===== src/rtl/sdram_port_arbiter.sv =====
// Two-client SDRAM command-port arbiter: round-robin whole-burst grants, write beat streaming, read beat routing.
// Optional read timeout watchdog enabled with `define ARBITER_RD_TIMEOUT_EN.
module sdram_port_arbiter #(
   parameter int ADDR_WIDTH  = 21,
   parameter int DATA_WIDTH  = 32,
   parameter int BURST_WORDS = 8,
   parameter int GAP_CYCLES  = 2,
   parameter int RD_TIMEOUT  = 64
) (
   input  logic                    clk,
   input  logic                    reset_n,
   input  logic                    mem_init_done,
   input  logic                    c0_req,
   input  logic [ADDR_WIDTH-1:0]   c0_addr,
   input  logic [DATA_WIDTH-1:0]   c0_wr_data,
   input  logic [DATA_WIDTH/8-1:0] c0_data_mask,
   output logic                    c0_grant,
   output logic                    c0_wr_ack,
   output logic                    c0_done,
   input  logic                    c1_req,
   input  logic [ADDR_WIDTH-1:0]   c1_addr,
   output logic                    c1_grant,
   output logic [DATA_WIDTH-1:0]   c1_rd_data,
   output logic                    c1_rd_data_valid,
   output logic                    c1_done,
   output logic                    mem_cmd,
   output logic                    mem_cmd_en,
   output logic [ADDR_WIDTH-1:0]   mem_addr,
   output logic [DATA_WIDTH-1:0]   mem_wr_data,
   output logic [DATA_WIDTH/8-1:0] mem_data_mask,
   input  logic [DATA_WIDTH-1:0]   mem_rd_data,
   input  logic                    mem_rd_data_valid,
   output logic                    error
);

   typedef enum logic [2:0] {
      INIT, IDLE, WR_CMD, WR_DATA, RD_CMD, RD_WAIT, GAP
   } state_t;

   localparam logic [7:0] LAST_BEAT = 8'(BURST_WORDS - 1);
   localparam logic [3:0] LAST_GAP  = 4'(GAP_CYCLES - 1);

   state_t                state, state_nxt;
   logic [ADDR_WIDTH-1:0] addr_q, addr_nxt;
   logic                  last_grant, last_grant_nxt;
   logic                  owner, owner_nxt;
   logic [7:0]            beat_cnt, beat_cnt_nxt;
   logic [3:0]            gap_cnt, gap_cnt_nxt;
   logic                  error_q, error_nxt;
   logic                  rd_timeout;

`ifdef ARBITER_RD_TIMEOUT_EN
   localparam int TO_W = ($clog2(RD_TIMEOUT + 1) > 8) ? $clog2(RD_TIMEOUT + 1) : 8;
   localparam logic [TO_W-1:0] TO_LIMIT = TO_W'(RD_TIMEOUT);

   logic [TO_W-1:0] to_cnt;

   // Cycles elapsed since the read command; holds at the limit until the burst is abandoned
   always_ff @(posedge clk or negedge reset_n) begin
      if (!reset_n) begin
         to_cnt <= '0;
      end else if (state == RD_CMD) begin
         to_cnt <= TO_W'(1);
      end else if (state == RD_WAIT && to_cnt != TO_LIMIT) begin
         to_cnt <= to_cnt + TO_W'(1);
      end
   end

   assign rd_timeout = (state == RD_WAIT) && (to_cnt == TO_LIMIT);
`else
   // Watchdog absent: never fires
   assign rd_timeout = (RD_TIMEOUT < 0);
`endif

   always_ff @(posedge clk or negedge reset_n) begin
      if (!reset_n) begin
         state      <= INIT;
         addr_q     <= '0;
         last_grant <= 1'b1;
         owner      <= 1'b0;
         beat_cnt   <= '0;
         gap_cnt    <= '0;
         error_q    <= 1'b0;
      end else begin
         state      <= state_nxt;
         addr_q     <= addr_nxt;
         last_grant <= last_grant_nxt;
         owner      <= owner_nxt;
         beat_cnt   <= beat_cnt_nxt;
         gap_cnt    <= gap_cnt_nxt;
         error_q    <= error_nxt;
      end
   end

   // Read beats are only legal while a read burst is waiting for data
   always_comb begin
      state_nxt        = state;
      addr_nxt         = addr_q;
      last_grant_nxt   = last_grant;
      owner_nxt        = owner;
      beat_cnt_nxt     = beat_cnt;
      gap_cnt_nxt      = gap_cnt;
      error_nxt        = error_q | (mem_rd_data_valid && state != RD_WAIT);
      c0_grant         = 1'b0;
      c0_wr_ack        = 1'b0;
      c0_done          = 1'b0;
      c1_grant         = 1'b0;
      c1_rd_data       = '0;
      c1_rd_data_valid = 1'b0;
      c1_done          = 1'b0;
      mem_cmd          = 1'b0;
      mem_cmd_en       = 1'b0;
      mem_addr         = '0;
      mem_wr_data      = '0;
      mem_data_mask    = '0;

      case (state)
         INIT: begin
            if (mem_init_done) state_nxt = IDLE;
         end
         IDLE: begin
            beat_cnt_nxt = '0;
            gap_cnt_nxt  = '0;
            // On a tie the writer wins unless it was the last one served
            if (c0_req && (!c1_req || last_grant)) begin
               state_nxt      = WR_CMD;
               addr_nxt       = c0_addr;
               last_grant_nxt = 1'b0;
               owner_nxt      = 1'b0;
            end else if (c1_req) begin
               state_nxt      = RD_CMD;
               addr_nxt       = c1_addr;
               last_grant_nxt = 1'b1;
               owner_nxt      = 1'b1;
            end
         end
         WR_CMD: begin
            c0_grant      = 1'b1;
            c0_wr_ack     = 1'b1;
            mem_cmd_en    = 1'b1;
            mem_cmd       = 1'b1;
            mem_addr      = addr_q;
            mem_wr_data   = c0_wr_data;
            mem_data_mask = c0_data_mask;
            beat_cnt_nxt  = 8'd1;
            state_nxt     = (BURST_WORDS > 1) ? WR_DATA : GAP;
         end
         WR_DATA: begin
            c0_grant      = 1'b1;
            c0_wr_ack     = 1'b1;
            mem_wr_data   = c0_wr_data;
            mem_data_mask = c0_data_mask;
            beat_cnt_nxt  = beat_cnt + 8'd1;
            if (beat_cnt == LAST_BEAT) state_nxt = GAP;
         end
         RD_CMD: begin
            c1_grant     = 1'b1;
            mem_cmd_en   = 1'b1;
            mem_addr     = addr_q;
            beat_cnt_nxt = '0;
            state_nxt    = RD_WAIT;
         end
         RD_WAIT: begin
            c1_grant         = 1'b1;
            c1_rd_data       = mem_rd_data;
            c1_rd_data_valid = mem_rd_data_valid;
            // A final beat arriving on the timeout cycle still completes the burst cleanly
            if (mem_rd_data_valid) begin
               if (beat_cnt == LAST_BEAT) state_nxt = GAP;
               else                       beat_cnt_nxt = beat_cnt + 8'd1;
            end else if (rd_timeout) begin
               error_nxt = 1'b1;
               state_nxt = GAP;
            end
         end
         GAP: begin
            beat_cnt_nxt = '0;
            gap_cnt_nxt  = gap_cnt + 4'd1;
            if (gap_cnt == 4'd0) begin
               c0_done = !owner;
               c1_done = owner;
            end
            if (gap_cnt == LAST_GAP) state_nxt = IDLE;
         end
         default: state_nxt = INIT;
      endcase
   end

   assign error = error_q;

endmodule


===== config.mk =====
export PLATFORM = sky130hd
export DESIGN_NAME = sdram_port_arbiter
export DESIGN_NICKNAME = d
export VERILOG_FILES = /design/src/rtl/sdram_port_arbiter.sv
export SDC_FILE = /design/constraint.sdc
export NUM_CORES = 1
export LEC_CHECK = 0
export CAP_MARGIN = 20
export CORE_MARGIN = 8
export CORE_UTILIZATION = 34
export DETAILED_ROUTE_END_ITERATION = 6
export PLACE_DENSITY = 0.89
export SLEW_MARGIN = 20
export SYNTH_ARGS = -nofsm -noshare
export SYNTH_HDL_FRONTEND = slang
export SYNTH_SLANG_ARGS = --single-unit

===== constraint.sdc =====
create_clock -name clk -period 2.48 [get_ports clk]
set_clock_uncertainty 0.2 [all_clocks]
set_input_delay 0.496 -clock clk [delete_from_list [all_inputs] [get_ports clk]]
set_output_delay 0.496 -clock clk [all_outputs]
set_load 0.01 [all_outputs]

# Yosys cells after proc, flatten, opt, wreduce, memory -nomap -nowiden
# Index checks and enable logic that the tools add are counted.
# op_classes
addsub	2
n_eq_ne	14
muxes	28
bitwise_logic	1
n_reduce_logical	17
# op_table
op	n
32-bit 2-to-1 mux	2
21-bit 2-to-1 mux	3
8-bit one-hot mux with 4 select lines	1
3-bit one-hot mux with 7 select lines	1
3-bit 2-to-1 mux	6
8-bit 2-to-1 mux	2
1-bit 2-to-1 mux	11
3-bit == test (second input constant)	3
8-bit by 1-bit adder with 8-bit output (second input constant)	1
8-bit by 3-bit == test with 1-bit output (second input constant)	1
2-bit != test (second input constant)	4
4-bit one-hot mux with 2 select lines	1
3-bit by 2-bit == test with 1-bit output (second input constant)	2
3-bit != test (second input constant)	2
2-bit OR reduction	3
4-bit by 1-bit adder with 4-bit output (second input constant)	1
4-bit by 1-bit == test with 1-bit output (second input constant)	1
4-bit zero test	1
4-bit 2-to-1 mux	1
4-bit AND reduction	1
2-bit nonzero test	2
4-bit nonzero test	1
3-bit by 1-bit == test with 1-bit output (second input constant)	1
3-bit zero test	1
other kinds (7)	9
# totals
ff_bits	39
inputBits	116
wordCells	69

# Logic depth before layout (Yosys ltp)
# Gate-level depths: netlist (run 1).
# depth
depth_word	5
mapped_depth	6
mapped_depth_nobuf	6

# Least setup slack after synthesis (run 1)
# OpenSTA, ideal clock, no wires.
# synth_path
path_kind	register to output
start	register state[0]
end	output c1_done
arrival_time_ns	1.478
t_required_ns	1.784
path_slack_ns	0.306
stages_incl_launch_ff	6
cell_sequence	dfrtp_1 -> clkbuf_1 -> nor2b_1 -> clkbuf_1 -> nand3_1 -> nor4b_1
# synth_between
elab_chain_len	2
# synth_lines
element	line_no	source
start, declared	43	state_t state, state_nxt;
start signal, assigned	85	state <= state_nxt;
3-bit == test	117	case (state)
1-bit 2-to-1 mux	117	
end, declared	25	output logic c1_done,
# No other way between the ends.

# Final worst setup path (run 1)
# layout_path
start	register state[1]
end	output mem_addr[20]
# layout_between
elab_chain_len	3
word_cells_on_any_way	4
cone_classes	2 x eq/ne; 1 x mux; 1 x reduce/logical
# layout_lines
element	line_no	source
3-bit == test / 3-bit by 2-bit == test with 1-bit output (equally long branches)	117	
2-bit OR reduction (no source line) *	-	
21-bit 2-to-1 mux *	117	
end, declared	28	output logic [ADDR_WIDTH-1:0] mem_addr,
# Every way passes the cells marked *; elsewhere a longest branch is shown, timed or not.

==> flow_metrics.env, run 1 <==
export IMPL_synth_area_leaders="dfrtp_1 34%, and2_1 13%, mux2i_1 7.9%"
export IMPL_drive_above_1_share_pct=16.1
export IMPL_fmax_mhz=407
export IMPL_clk_insertion_delay_late_ns=0.30
export IMPL_cts_made_buffers=5
export IMPL_gp_congestion=0.844
export IMPL_port_buffer_count=213
export IMPL_htree_levels=2
export IMPL_dr_pass1_iters=4
export IMPL_grt_use_total_pct=21.3
export IMPL_die_area_um2=11400
export IMPL_dp_hpwl_um=10200
export IMPL_hold_viol=0
export IMPL_grt_pass1_wl_um=19100
export IMPL_cp_data_arrival_time_ns=1.76
export IMPL_synth_sequential_area_ratio_pct=34.9
export IMPL_layout_cells_most_common="clkdlybuf4s50_1"
export IMPL_rows=33
export IMPL_synth_warnings=0
export IMPL_outcome="completed"
export IMPL_maxSlewHeadroom_pct=41.4
export IMPL_via_per_inst=4.93
export IMPL_yosys_area_top_type="dfrtp_1"
export IMPL_dpl_cell_count=640
export IMPL_powerDensity_nw_per_um2=867
export IMPL_cp_max_fo=6
export IMPL_multi_input_area_um2=1710
export IMPL_dieHeight_um=107
export IMPL_path_clk_slew_ns=0.08
export IMPL_mostFrequentLayoutCells="117 x clkdlybuf4s50_1, 57 x and2_1, 56 x dlygate4sd2_1, 37 x dfrtp_1, 34 x and3_1"
export IMPL_drc_errors=0
export IMPL_finalPower_mw=4.46
export IMPL_syn_area_um2=2800
export IMPL_postSynthAreaPerCell_um2=8.38
export IMPL_drv_slew=0
export IMPL_nNetsFinal=671
export IMPL_clockBufferDepth=2
export IMPL_synth_seq_cells=39
export IMPL_dieWidth_um=107
export IMPL_stdcell_area_um2=5140
export IMPL_num_vias=3236
export IMPL_io_pins=214
export IMPL_antenna_found_initial=0
export IMPL_root_buffer="clkbuf_8"
export IMPL_synth_nets=454
export IMPL_synth_top_cell_area_share_pct=34.0
export IMPL_drt_iter0_drc=140
export IMPL_hold_class="in -> async"
export IMPL_synth_main_ff_cell="dfrtp_1"
export IMPL_fillers=720
export IMPL_crit_path_end_kind="output port"
export IMPL_crit_path_start_kind="flip-flop"
export IMPL_wl_per_cell_um=19.8
export IMPL_layout_worst_path_cycle_share_pct=99.0
export IMPL_clock_sinks=39
export IMPL_synth_edff_count=0
export IMPL_finalSetupViolCount=0
export IMPL_core_um2=8090
export IMPL_tightest_slew_ns=0.878
export IMPL_setup_tns_ns=0
export IMPL_register_area_um2=978
export IMPL_cts_tree="built"
export IMPL_start_util_pct=34.6
export IMPL_antenna_left=0
export IMPL_antennaDiodeCount=0
export IMPL_r2r_slack_ns=0.24
export IMPL_fin_crit_ns=2.45
export IMPL_synth_distinct_cells=49
export IMPL_finalNonFillerCells=657
export IMPL_rsz0062_at_grt="yes"
export IMPL_required_ns=1.78
export IMPL_utilization_pct=63.6
export IMPL_grt_overflow=0
export IMPL_synthCells=334
export IMPL_peakVddDrop_mv=0.379
export IMPL_grt_pass1_vias=3289
export IMPL_p_leak_nw=2.57
export IMPL_synthArstFlopShare_pct=100
export IMPL_area_growth_pct=83.8
export IMPL_maxCapViolations=0
export IMPL_wl_um=13000
export IMPL_place_area_um2=5100
export IMPL_crit_type="reg -> out"
export IMPL_grt_max_degree=42
cell usage after synthesis (2+ instances only):
cell      instances
and2_1           57
dfrtp_1          38
and3_1           34
nand2_1          32
o21ai_0          27
clkbuf_1         23
mux2i_1          22
nor2_1           12
inv_1             9
nand3_1           7
a21oi_1           6
nand2b_1          5
nor3_1            5
ha_1              4
mux2_2            4
o221ai_1          4
buf_2             3
nor2b_1           3
o22ai_1           3
a22o_2            2
a32o_1            2
nor4_1            2
o211ai_1          2
o21ai_1           2
o311ai_0          2
cell families (layout without fill, tap and decap cells):
family | after synthesis | count (layout) | share of synthesized area [%]
adders and majority gates | 4 | 4 | 1.79
xor gates and xnor gates | 2 | 2 | 0.626
AOI/OAI and AO/OA | 60 | 60 | 14.4
DFF | 39 | 39 | 34.9
buffers and inverters | 36 | 254 | 5.10
and+or+nand+nor | 166 | 166 | 33.2
muxes | 27 | 27 | 10.0
stage by stage:
stage	hold WS, ns	worst slack [ns]
6_report	0.108	0.0258
5_1_grt	0.186	-0.0243
3_3_place_gp	0.252	0.106
2_1_floorplan	0.000409	0.306
3_5_place_dp	0.251	0.0684
4_1_cts	0.136	-0.0633
worst max-delay path, cell delays in order (launching register included):
cell and delay, ns:
dfrtp_2 0.45, buf_12 0.14, nor2b_4 0.18, nor2_4 0.06, nor2_4 0.10, buf_4 0.14
buf_6 0.11, and2_1 0.13, buf_2 0.13
flip-flops by register name (all words and copies together) (netlist names):
| register | count |
|---|---|
| addr_q | 21 |
| beat_cnt | 8 |
| gap_cnt | 4 |
| state | 3 |
| error | 1 |
| last_grant | 1 |
| owner | 1 |
per-layer routing:
| metal | track usage, % | wire length, um | vias to the layer above |
|---|---|---|---|
| li1 | - | - | 1601 |
| met1 | 22.6 | 4830 | 1521 |
| met2 | 39.1 | 6970 | 95 |
| met3 | 7.92 | 1010 | 19 |
| met4 | 5.03 | 219 | 0 |
| met5 | 0 | 0 | - |
area by class of cell:
cell class              count  share of cell area [%]
inverters                   9                   0.705
clock buffers               5                    1.34
clock inverters             3                   0.851
repair buffers            237                    42.2
flip-flops and latches     39                    19.0
multi-input cells         259                    33.3
well taps                 105                    2.55
final timing paths:
check	startpoint	end	depth (start not counted)
worst min-delay path	reset_n	addr_q[16]$_DFFE_PN0P_	1
worst max-delay path	state[1]$_DFFE_PN0P_	mem_addr[20]	8
worst min register to register	error$_DFF_PN0_	error$_DFF_PN0_	1
max in group asynchronous	reset_n	state[1]$_DFFE_PN0P_	1
worst max register to register	state[1]$_DFFE_PN0P_	beat_cnt[3]$_DFFE_PN0P_	7
min in group clk	error$_DFF_PN0_	error$_DFF_PN0_	1
timing repair:
action	CTS	global route
hold buffers	0	0
setup buffers	4	3
hold endpoints to repair	0	0
resized for setup	149	50
endpoints found under the setup margin	94	22
cloned	2	1
pin swaps	1	2
power breakdown:
part	total, mW	internal, mW	switching, mW
Clock	0.536	0.300	0.236
Sequential	1.05	0.883	0.172
Combinational	2.87	1.40	1.47
No activity file was read; power rests on OpenSTA's default activity.
==> inputs of run 2 (changes only) <==
CAP_MARGIN = not set   (was 20)
GPL_TIMING_DRIVEN = 1   (was not set)
==> results of run 2 <==
No change in the layout: final DEF, timing and power equal those of run 1.
==> inputs of run 3 (changes only) <==
CORE_UTILIZATION = 31   (was 34)
PLACE_DENSITY = 0.86   (was 0.89)
clock period = 2.25 ns   (was 2.48 ns; I/O delays follow)
==> run 3 against run 2 <==
  * The flow now finishes with violations (negative setup slack)
  * Global-route usage is 1.6 points lower
  * Final cell count rose by 2.0%
  * Utilization shrank 4.4 points
  * Critical path type unchanged
==> flow_metrics.env, run 3 (same netlist as run 1, synthesis figures left out) <==
export IMPL_tightest_slew_ns=0.497
export IMPL_stdcell_area_um2=5150
export IMPL_powerDensity_nw_per_um2=984
export IMPL_finalPower_mw=5.07
export IMPL_p_sw_mw=2.11
export IMPL_required_ns=1.60
export IMPL_pwr_share_clk_pct=9.1
export IMPL_root_buffer="clkbuf_8"
export IMPL_cp_max_fo=5
export IMPL_largest_registers="addr_q x21, beat_cnt x8, gap_cnt x4"
export IMPL_wl_um=13100
export IMPL_maxSlewHeadroom_pct=66.9
export IMPL_grt_max_degree=46
export IMPL_grt_pass1_wl_um=19800
export IMPL_cts_hold_buf=0
export IMPL_dieHeight_um=111
export IMPL_seqPwrFrac_pct=23.0
export IMPL_drive_above_1_share_pct=29.0
export IMPL_fillers=796
export IMPL_dieWidth_um=111
export IMPL_path_clk_slew_ns=0.08
export IMPL_fmax_mhz=431
export IMPL_mostFrequentLayoutCells="115 x clkdlybuf4s50_1, 56 x clkbuf_2, 43 x and2_1, 37 x dfrtp_1, 34 x and3_1"
export IMPL_port_buffer_count=213
export IMPL_clock_sinks=39
export IMPL_place_area_um2=5130
export IMPL_hold_class="in -> async"
export IMPL_violations="negative setup slack"
export IMPL_drv_slew=0
export IMPL_dr_pass1_iters=4
export IMPL_nNetsFinal=681
export IMPL_clockBufferDepth=2
export IMPL_drc_errors=0
export IMPL_crit_path_start_kind="flip-flop"
export IMPL_r2r_slack_ns=0.09
export IMPL_dp_hpwl_um=10000
export IMPL_finalSetupViolCount=10
export IMPL_cts_made_buffers=5
export IMPL_layout_cells_most_common="clkdlybuf4s50_1"
export IMPL_fin_crit_ns=2.32
export IMPL_die_area_um2=12300
export IMPL_antenna_left=0
export IMPL_grt_overflow=0
export IMPL_layout_worst_path_cycle_share_pct=103
export IMPL_cp_data_arrival_time_ns=1.67
export IMPL_worst_slack_ns=-0.0703
export IMPL_num_vias=3257
export IMPL_crit_path_end_kind="output port"
export IMPL_antennaDiodeCount=0
export IMPL_via_per_inst=4.86
export IMPL_drt_iter0_drc=194
export IMPL_p_leak_nw=2.56
export IMPL_rsz0062_at_grt="yes"
export IMPL_p_sw_share_pct=41.7
export IMPL_rr_worst_depth=4
export IMPL_io_pins=214
export IMPL_comb_power_share_pct=67.8
export IMPL_dpl_cell_count=648
export IMPL_maxCapViolations=0
export IMPL_htree_levels=2
export IMPL_gp_congestion=0.850
export IMPL_crit_type="reg -> out"
export IMPL_grt_pass1_vias=3478
export IMPL_peakVddDrop_mv=0.471
export IMPL_antenna_found_initial=0
export IMPL_area_growth_pct=84.2
export IMPL_core_um2=8720
export IMPL_top_register="addr_q"
export IMPL_cts_tree="built"
export IMPL_wl_per_cell_um=19.5
export IMPL_hold_ws_ns=0.00806
export IMPL_largest_reg_flops=21
export IMPL_start_util_pct=32.1
export IMPL_rows=34
export IMPL_hold_viol=0
export IMPL_grt_use_total_pct=19.7
export IMPL_clk_insertion_delay_late_ns=0.29
export IMPL_outcome="complete, but fails checks"
export IMPL_p_int_mw=2.96
export IMPL_finalNonFillerCells=670
## run 3: cell types whose count changed in the layout (fill, tap and decap cells not counted), moves of 3 or more
cell,before,now
and2_1,57,43
clkbuf_2,18,56
buf_4,14,20
buf_6,4,21
dlymetal6s2s_1,2,5
dlygate4sd2_1,56,3
and2_4,0,14
## run 3: layout make-up
cell class                 instances  area (um^2)  share of cell area, %
clock buffer                       7         76.3                   1.48
clock inverter                     1         5.00                 0.0971
inverter                           9         36.3                  0.704
multi-input combinational        259         1750                   34.0
sequential                        39          978                   19.0
tap                              108          135                   2.62
timing repair buffer             247         2170                   42.1
## run 3: metrics by stage
step                util, %  worst slack (ns)  setup TNS, ns
floorplan                 -             0.122              0
global placement       58.9           -0.0623          -1.39
detailed placement     58.9            -0.159          -4.12
CTS                    60.0            -0.193          -2.32
global route           59.1            -0.135          -1.46
finish                 59.1           -0.0703         -0.565
## run 3: worst paths after layout
check	start	endpoint
min in group clk	error$_DFF_PN0_	error$_DFF_PN0_
worst min register to register	error$_DFF_PN0_	error$_DFF_PN0_
max in group asynchronous	reset_n	state[1]$_DFFE_PN0P_
worst min-delay path	reset_n	beat_cnt[4]$_DFFE_PN0P_
worst max-delay path	state[2]$_DFFE_PN0P_	mem_addr[10]
worst max register to register	beat_cnt[6]$_DFFE_PN0P_	beat_cnt[1]$_DFFE_PN0P_
## run 3: power groups by stage
stage | combinational (mW) | sequential [mW] | clock (mW)
3_3_place_gp | 3.14 | 1.15 | 0
4_1_cts | 3.27 | 1.16 | 0.480
3_5_place_dp | 3.22 | 1.16 | 0
5_1_grt | 3.74 | 1.21 | 0.503
6_report | 3.44 | 1.17 | 0.464
2_1_floorplan | 1.62 | 1.10 | 0
## run 3: critical path: stages (launching register included)
cell and delay, ns:
dfrtp_1 0.42, nand2b_4 0.17, inv_4 0.06, nor2_2 0.04, nor2_4 0.19, buf_6 0.17
buf_12 0.10, and2_4 0.13, buf_6 0.09
## run 3: repair_timing
action	4_1_cts	5_1_grt
endpoints found under the setup margin	97	64
resized for setup	195	158
pin swaps	1	10
cloned	3	1
setup buffers	5	7
## run 3: metal layers
| metal | track usage (%) | part of all wire, % |
|---|---|---|
| met5 | 0 | 0 |
| met1 | 22.2 | 40 |
| met2 | 35.9 | 53 |
| met4 | 4.36 | 1.2 |
| met3 | 5.52 | 5.7 |
